`config.mk`:
```
export PLATFORM = sky130hd
export DESIGN_NAME = fifo_wr_arbiter
export DESIGN_NICKNAME = d
export VERILOG_FILES = /design/src/rtl/fifo_arb_pkg.sv /design/src/rtl/rr_priority_picker.sv /design/src/rtl/fifo_wr_arbiter.sv
export SDC_FILE = /design/constraint.sdc
export NUM_CORES = 1
export LEC_CHECK = 0
export CORE_ASPECT_RATIO = 1.4
export CORE_MARGIN = 4
export CORE_UTILIZATION = 42
export DETAILED_ROUTE_END_ITERATION = 8
export PLACE_DENSITY_LB_ADDON = 0.1
export SYNTH_ARGS = -nofsm -noshare
export SYNTH_HDL_FRONTEND = slang
export SYNTH_SLANG_ARGS = --single-unit
```
`constraint.sdc`:
```
create_clock -name wclk -period 11.6 [get_ports wclk]
set_input_delay 2.9 -clock wclk [delete_from_list [all_inputs] [get_ports wclk]]
set_output_delay 2.9 -clock wclk [all_outputs]
set_load 0.005 [all_outputs]
```
`src/rtl/fifo_arb_pkg.sv`:
```
// Shared types and helpers for the FIFO write-port arbiter.
// State encoding and pointer-width function.
package fifo_arb_pkg;

    typedef enum logic {
        ST_IDLE  = 1'b0,
        ST_ISSUE = 1'b1
    } arb_state_t;

    function automatic int clog2(input int n);
        int r;
        for (r = 1; (1 << r) < n; r++) begin
        end
        return r;
    endfunction

endpackage

```
`src/rtl/rr_priority_picker.sv`:
```
// Round-robin priority picker: first set request at or above rr_ptr.
// Double-width rotation, then lowest set bit of the rotated vector.
module rr_priority_picker
    import fifo_arb_pkg::*;
#(
    parameter int N  = 4,
    parameter int PW = clog2(N)
) (
    input  logic [N-1:0]  req,
    input  logic [PW-1:0] rr_ptr,
    output logic [N-1:0]  grant,
    output logic [PW-1:0] winner,
    output logic          any
);

    logic [N-1:0]  rot;
    logic [PW-1:0] off;
    logic [PW:0]   sum;

    assign any = |req;

    always_comb begin
        rot = N'({req, req} >> rr_ptr);
        off = '0;
        for (int k = N - 1; k >= 0; k--) begin
            if (rot[k]) off = PW'(k);
        end
        // offset is relative to rr_ptr; fold back into 0..N-1
        sum = {1'b0, rr_ptr} + {1'b0, off};
        if (sum >= (PW+1)'(N)) sum = sum - (PW+1)'(N);
        winner = sum[PW-1:0];
        grant = '0;
        if (any) grant[winner] = 1'b1;
    end

endmodule

```
`src/rtl/fifo_wr_arbiter.sv`:
```
// Round-robin arbiter sharing the async FIFO write port.
// One-entry hold register drains whenever the FIFO is not full.
module fifo_wr_arbiter
    import fifo_arb_pkg::*;
#(
    parameter int N_REQ      = 4,
    parameter int DATA_WIDTH = 8
) (
    input  logic                        wclk,
    input  logic                        wrst_n,
    input  logic                        arb_en,
    input  logic [N_REQ-1:0]            req,
    input  logic [N_REQ*DATA_WIDTH-1:0] req_data,
    output logic [N_REQ-1:0]            ack,
    input  logic                        fifo_full,
    output logic                        fifo_w_inc,
    output logic [DATA_WIDTH-1:0]       fifo_wdata,
    output logic                        busy
);

    localparam int PW = clog2(N_REQ);

    arb_state_t            state_q, state_d;
    logic [PW-1:0]         rr_ptr_q;
    logic [PW-1:0]         winner;
    logic [N_REQ-1:0]      grant;
    logic                  any;
    logic                  can_grant;
    logic                  fire;
    logic [DATA_WIDTH-1:0] wdata_q;

    rr_priority_picker #(
        .N  (N_REQ),
        .PW (PW)
    ) u_picker (
        .req    (req),
        .rr_ptr (rr_ptr_q),
        .grant  (grant),
        .winner (winner),
        .any    (any)
    );

    always_comb begin
        can_grant = 1'b0;
        state_d   = state_q;
        unique case (state_q)
            ST_IDLE:  can_grant = arb_en;
            ST_ISSUE: can_grant = arb_en && !fifo_full;
            default:  can_grant = 1'b0;
        endcase
        fire = can_grant && any;
        // a full FIFO pins the held word in place
        if (fire)
            state_d = ST_ISSUE;
        else if (state_q == ST_ISSUE && fifo_full)
            state_d = ST_ISSUE;
        else
            state_d = ST_IDLE;
    end

    assign ack        = (fire && wrst_n) ? grant : '0;
    assign fifo_w_inc = wrst_n && (state_q == ST_ISSUE) && !fifo_full;
    assign fifo_wdata = wdata_q;
    assign busy       = (state_q == ST_ISSUE);

    always_ff @(posedge wclk) begin
        if (!wrst_n) begin
            state_q  <= ST_IDLE;
            rr_ptr_q <= '0;
            wdata_q  <= '0;
        end else begin
            state_q <= state_d;
            if (fire) begin
                wdata_q  <= req_data[winner*DATA_WIDTH +: DATA_WIDTH];
                rr_ptr_q <= (winner == PW'(N_REQ - 1)) ? '0 : winner + 1'b1;
            end
        end
    end

endmodule

```
==> run summary <==
The run finished with clean final reports. STA classifies the critical path endpoint as a primary output. The tools report the number of cells produced by synthesis as 120. Global routing finished with a remaining overflow of 0. Share of Yosys cell area claimed by the top area cell type: 0.212.

The cell with the most instances after synthesis is mux2_2. After detailed placement, the design holds a cell count of 197. The die covers 3340 µm². For this block, the routed nets add up to 2990 µm of wire. In this run the static leakage power is 0.568 nW.

The antenna diode count was 0; the maximum net fanout on the critical path was 9. The average cell area after synthesis was 8.64 µm²; the number of max-cap violations was 0. For the detailed placement HPWL, the log shows 2380 µm.

By count the netlist is led by 16 x mux2_2, 15 x a221oi_1, 12 x nand2_1. Broken down by cell family, the worst path's largest delay share belongs to buffers and inverters. The analysis attributes to net switching a power of 0.000126 W.

After floorplanning, the core was sized to cover 2390 µm². Setup repair after global routing left no endpoint under its margin. After the first detailed-routing iteration, the DRC count stood at 21. The final RePlAce weighted congestion was 0.776. For this run, the leading register cell type out of synthesis is dfxtp_1.

The logs give 0.190 for the global-route usage over all layers and 0.691 for the part of the power in combinational logic. After layout, the worst setup slack is 2.93 ns. The min-delay analysis places its worst path in the category reg2reg. Adding up every negative setup slack in the final design gives 0 ns. The hold violation total from the final report is 0, and the total of buffers placed on input and output ports is 53.

The effective utilization at floorplan came out at 0.434. The die is 66.8 µm tall. The termination of the worst setup path is ack[3]. The clock reaches the later pin of the worst-skew pair after 0.28 ns. The tree built by TritonCTS fans out to 11 sinks.

The run gives 0 as the post-detailed-route DRC marker count. The number of flops mapped to enable cells by yosys is 0, and the number of buffers and inverters on the critical path is 3. The share of post-route cells with drive strength above 1 was 0.144. CTS placed an instance of clkbuf_4 at the clock tree root. The worst path arrival time is 5.77 ns, and the peak supply drop is 0.000106 V. TritonCTS built the clock tree.

The number of setup buffers added after CTS is 0. The antenna violation net count after detailed routing was 0. For the finished layout, the period the worst path requires is 8.67 ns. The maximum clock rate came out at 115 MHz. Mean routed wirelength per cell: 14.9 µm. The power share of the clock group was 0.092; the reg2reg setup slack was 8.70 ns. Startpoint-to-endpoint class of the critical path: in2out. The logs give 0 for the initial antenna violation count and 0 for the setup violation total in the final timing report. The worst-case clock buffer depth came out at 2. Clock-pin slew was measured on the worst setup and hold paths at 0.07 ns. The filler-free cell count of the finished design is 201, and the first-pass GRT wire length is 4870 µm. At the pin with the least slew margin, the transition time is 1.06 ns. Synthesis instantiated 34 different standard cells from the library.

The number of cells on the worst reg-to-reg path is 7. The launching point of the worst reg2reg path is rr_ptr_q[0]. The slowest stage of the critical path is the clkdlybuf4s50_1 cell. Entering global routing, the biggest net connects 19 pins. The depth of the CTS H-tree is 1, and the flip-flop and latch count after synthesis is 11. The cell row count was 21; the total power per unit cell area was 197 nW/µm². STA classifies the critical path startpoint as a primary input. The most critical setup path has its startpoint at req[2].

Across all hold checks on the routed design, the worst slack comes to 0.454 ns. The count of nets after finishing is 212, and the relative contribution of sequential cells to total power is 0.217. The final-layout fill cell count came out at 214. The number of hold buffers added after cts is 0, and the proportion of total power due to net switching is 0.408. For the number of optimization iterations in the first detailed-route pass, the log shows 4.

From synthesis to final layout, the design area changed by 51.0%. Via count of the first global-routing pass: 1189. The internal portion of the total power is 0.000183 W. The run gives 0 as the count of instances resized after the clock tree is built. The delay of the slowest cell on the worst path works out to 0.56 ns. The critical path goes through clkdlybuf4s50_1 -> or4_1 -> o211ai_1 -> ha_1 -> xor2_1 -> xnor2_1 -> ha_1 -> inv_1 -> nor2_1 -> clkdlybuf4s50_1.

The critical path crosses 10 cells after its start point. 54 I/O pins were placed. The fraction of synthesis flops using an asynchronous set or reset pin was 0.

The cell accounting for the most synthesized area was dfxtp_1. The tightest slew margin relative to the limit is 0.292, and the final number of max-transition violations is 0. The total number of yosys warnings is 0, and the post-placement setup slack is 2.94 ns. The routed layout has 1128 vias.

Ratio of routed vias to standard cells: 5.61. In this run the cell area of the synthesized design comes to 1040 µm². For the CTS buffer count, the log shows 3.

In this run the critical register-to-register path is captured at fifo_wdata[3]. The fraction of the cycle the final worst path needs works out to 0.747. In the post-synthesis netlist, the biggest area contributors are dfxtp_1 21%, mux2_2 17%, a221oi_1 13%, ha_1 4.8%, nand2_1 4.3%.

When the netlist entered floorplanning its net count stood at 164. The run gives 0.00799 ns as the clock skew. At the worst endpoint, the required time is 8.70 ns. The register area share after synthesis came out at 0.212.

The overall die width works out to 50 µm.
[logic make-up after synthesis]
group                    after synthesis  synth area share
multiplexers                          16             0.174
flip-flops                            11             0.212
AO/OA/AOI/OAI                         36             0.292
buffers and inverters                 15            0.0856
AND/OR/NAND/NOR                       36             0.171
XOR/XNOR                               2            0.0169
adder cells (fa/ha/maj)                4            0.0483
[worst min-delay path by stage]
stage / startpoint / endpoint / slack [ns] / cells past startpoint
global route: fifo_wdata[3] / fifo_wdata[3] / 0.49 / 2
finish: fifo_wdata[4] / fifo_wdata[4] / 0.45 / 2
CTS: fifo_wdata[5] / fifo_wdata[5] / 0.46 / 2
detailed placement: fifo_wdata[5] / fifo_wdata[5] / 0.45 / 2
global placement: fifo_wdata[5] / fifo_wdata[5] / 0.44 / 2
floorplan: fifo_wdata[0] / fifo_wdata[0] / 0.45 / 2
[power by group through the flow]
stage               logic (W)  registers (W)  clock network, W
CTS                  0.000216      0.0000673         0.0000281
floorplan            0.000153      0.0000628                 0
detailed placement   0.000215      0.0000680                 0
finish               0.000214      0.0000672         0.0000283
global route         0.000236      0.0000700         0.0000300
global placement     0.000206      0.0000680                 0
[worst min-delay path: cells and delay by family, from the launching register on]
family | cells | cell delay [ns]
flip-flops | 1 | 0.31
AO/OA/AOI/OAI | 1 | 0.05
AND/OR/NAND/NOR | 1 | 0.05
[per-stage QoR]
| stage | util | instance area, µm² | power (W) |
|---|---|---|---|
| floorplan | - | 1040 | 0.000216 |
| global placement | 0.644 | 1540 | 0.000274 |
| detailed placement | 0.644 | 1540 | 0.000283 |
| CTS | 0.655 | 1570 | 0.000311 |
| global route | 0.655 | 1570 | 0.000336 |
| finish | 0.655 | 1570 | 0.000309 |
[flip-flops by register name, indices dropped and copies added (netlist names)]
signal / count
busy: 1
fifo_wdata: 8
rr_ptr_q: 2
[layout by cell type (no fill, tap or decap), types with 2 or more instances in the layout]
cell type,count
clkbuf_4,3
nor3_1,4
nand2_1,12
a221oi_1,15
a21oi_1,2
inv_1,5
clkdlybuf4s50_1,53
nor2b_1,2
o21ai_1,8
nand3_1,2
nand2b_1,2
mux2_2,16
o32ai_1,2
dfxtp_1,11
ha_1,4
nor2_1,10
o211ai_1,2
[final cells by class]
| cell class | count | area [µm²] | area share |
|---|---|---|---|
| repair buffers | 53 | 531 | 0.339 |
| inverters | 5 | 18.8 | 0.0120 |
| multi-input cells | 94 | 728 | 0.465 |
| clock buffers | 4 | 26.3 | 0.0168 |
| well taps | 34 | 42.5 | 0.0272 |
| flip-flops and latches | 11 | 220 | 0.141 |
[routing by layer]
layer	routed length [µm]	GRT usage	vias up
met3	152	0.0447	5
met2	1690	0.387	34
met4	56	0.100	0
li1	-	-	551
met1	1090	0.163	538
met5	0	0	-
Power figures use the tool's default switching activity.
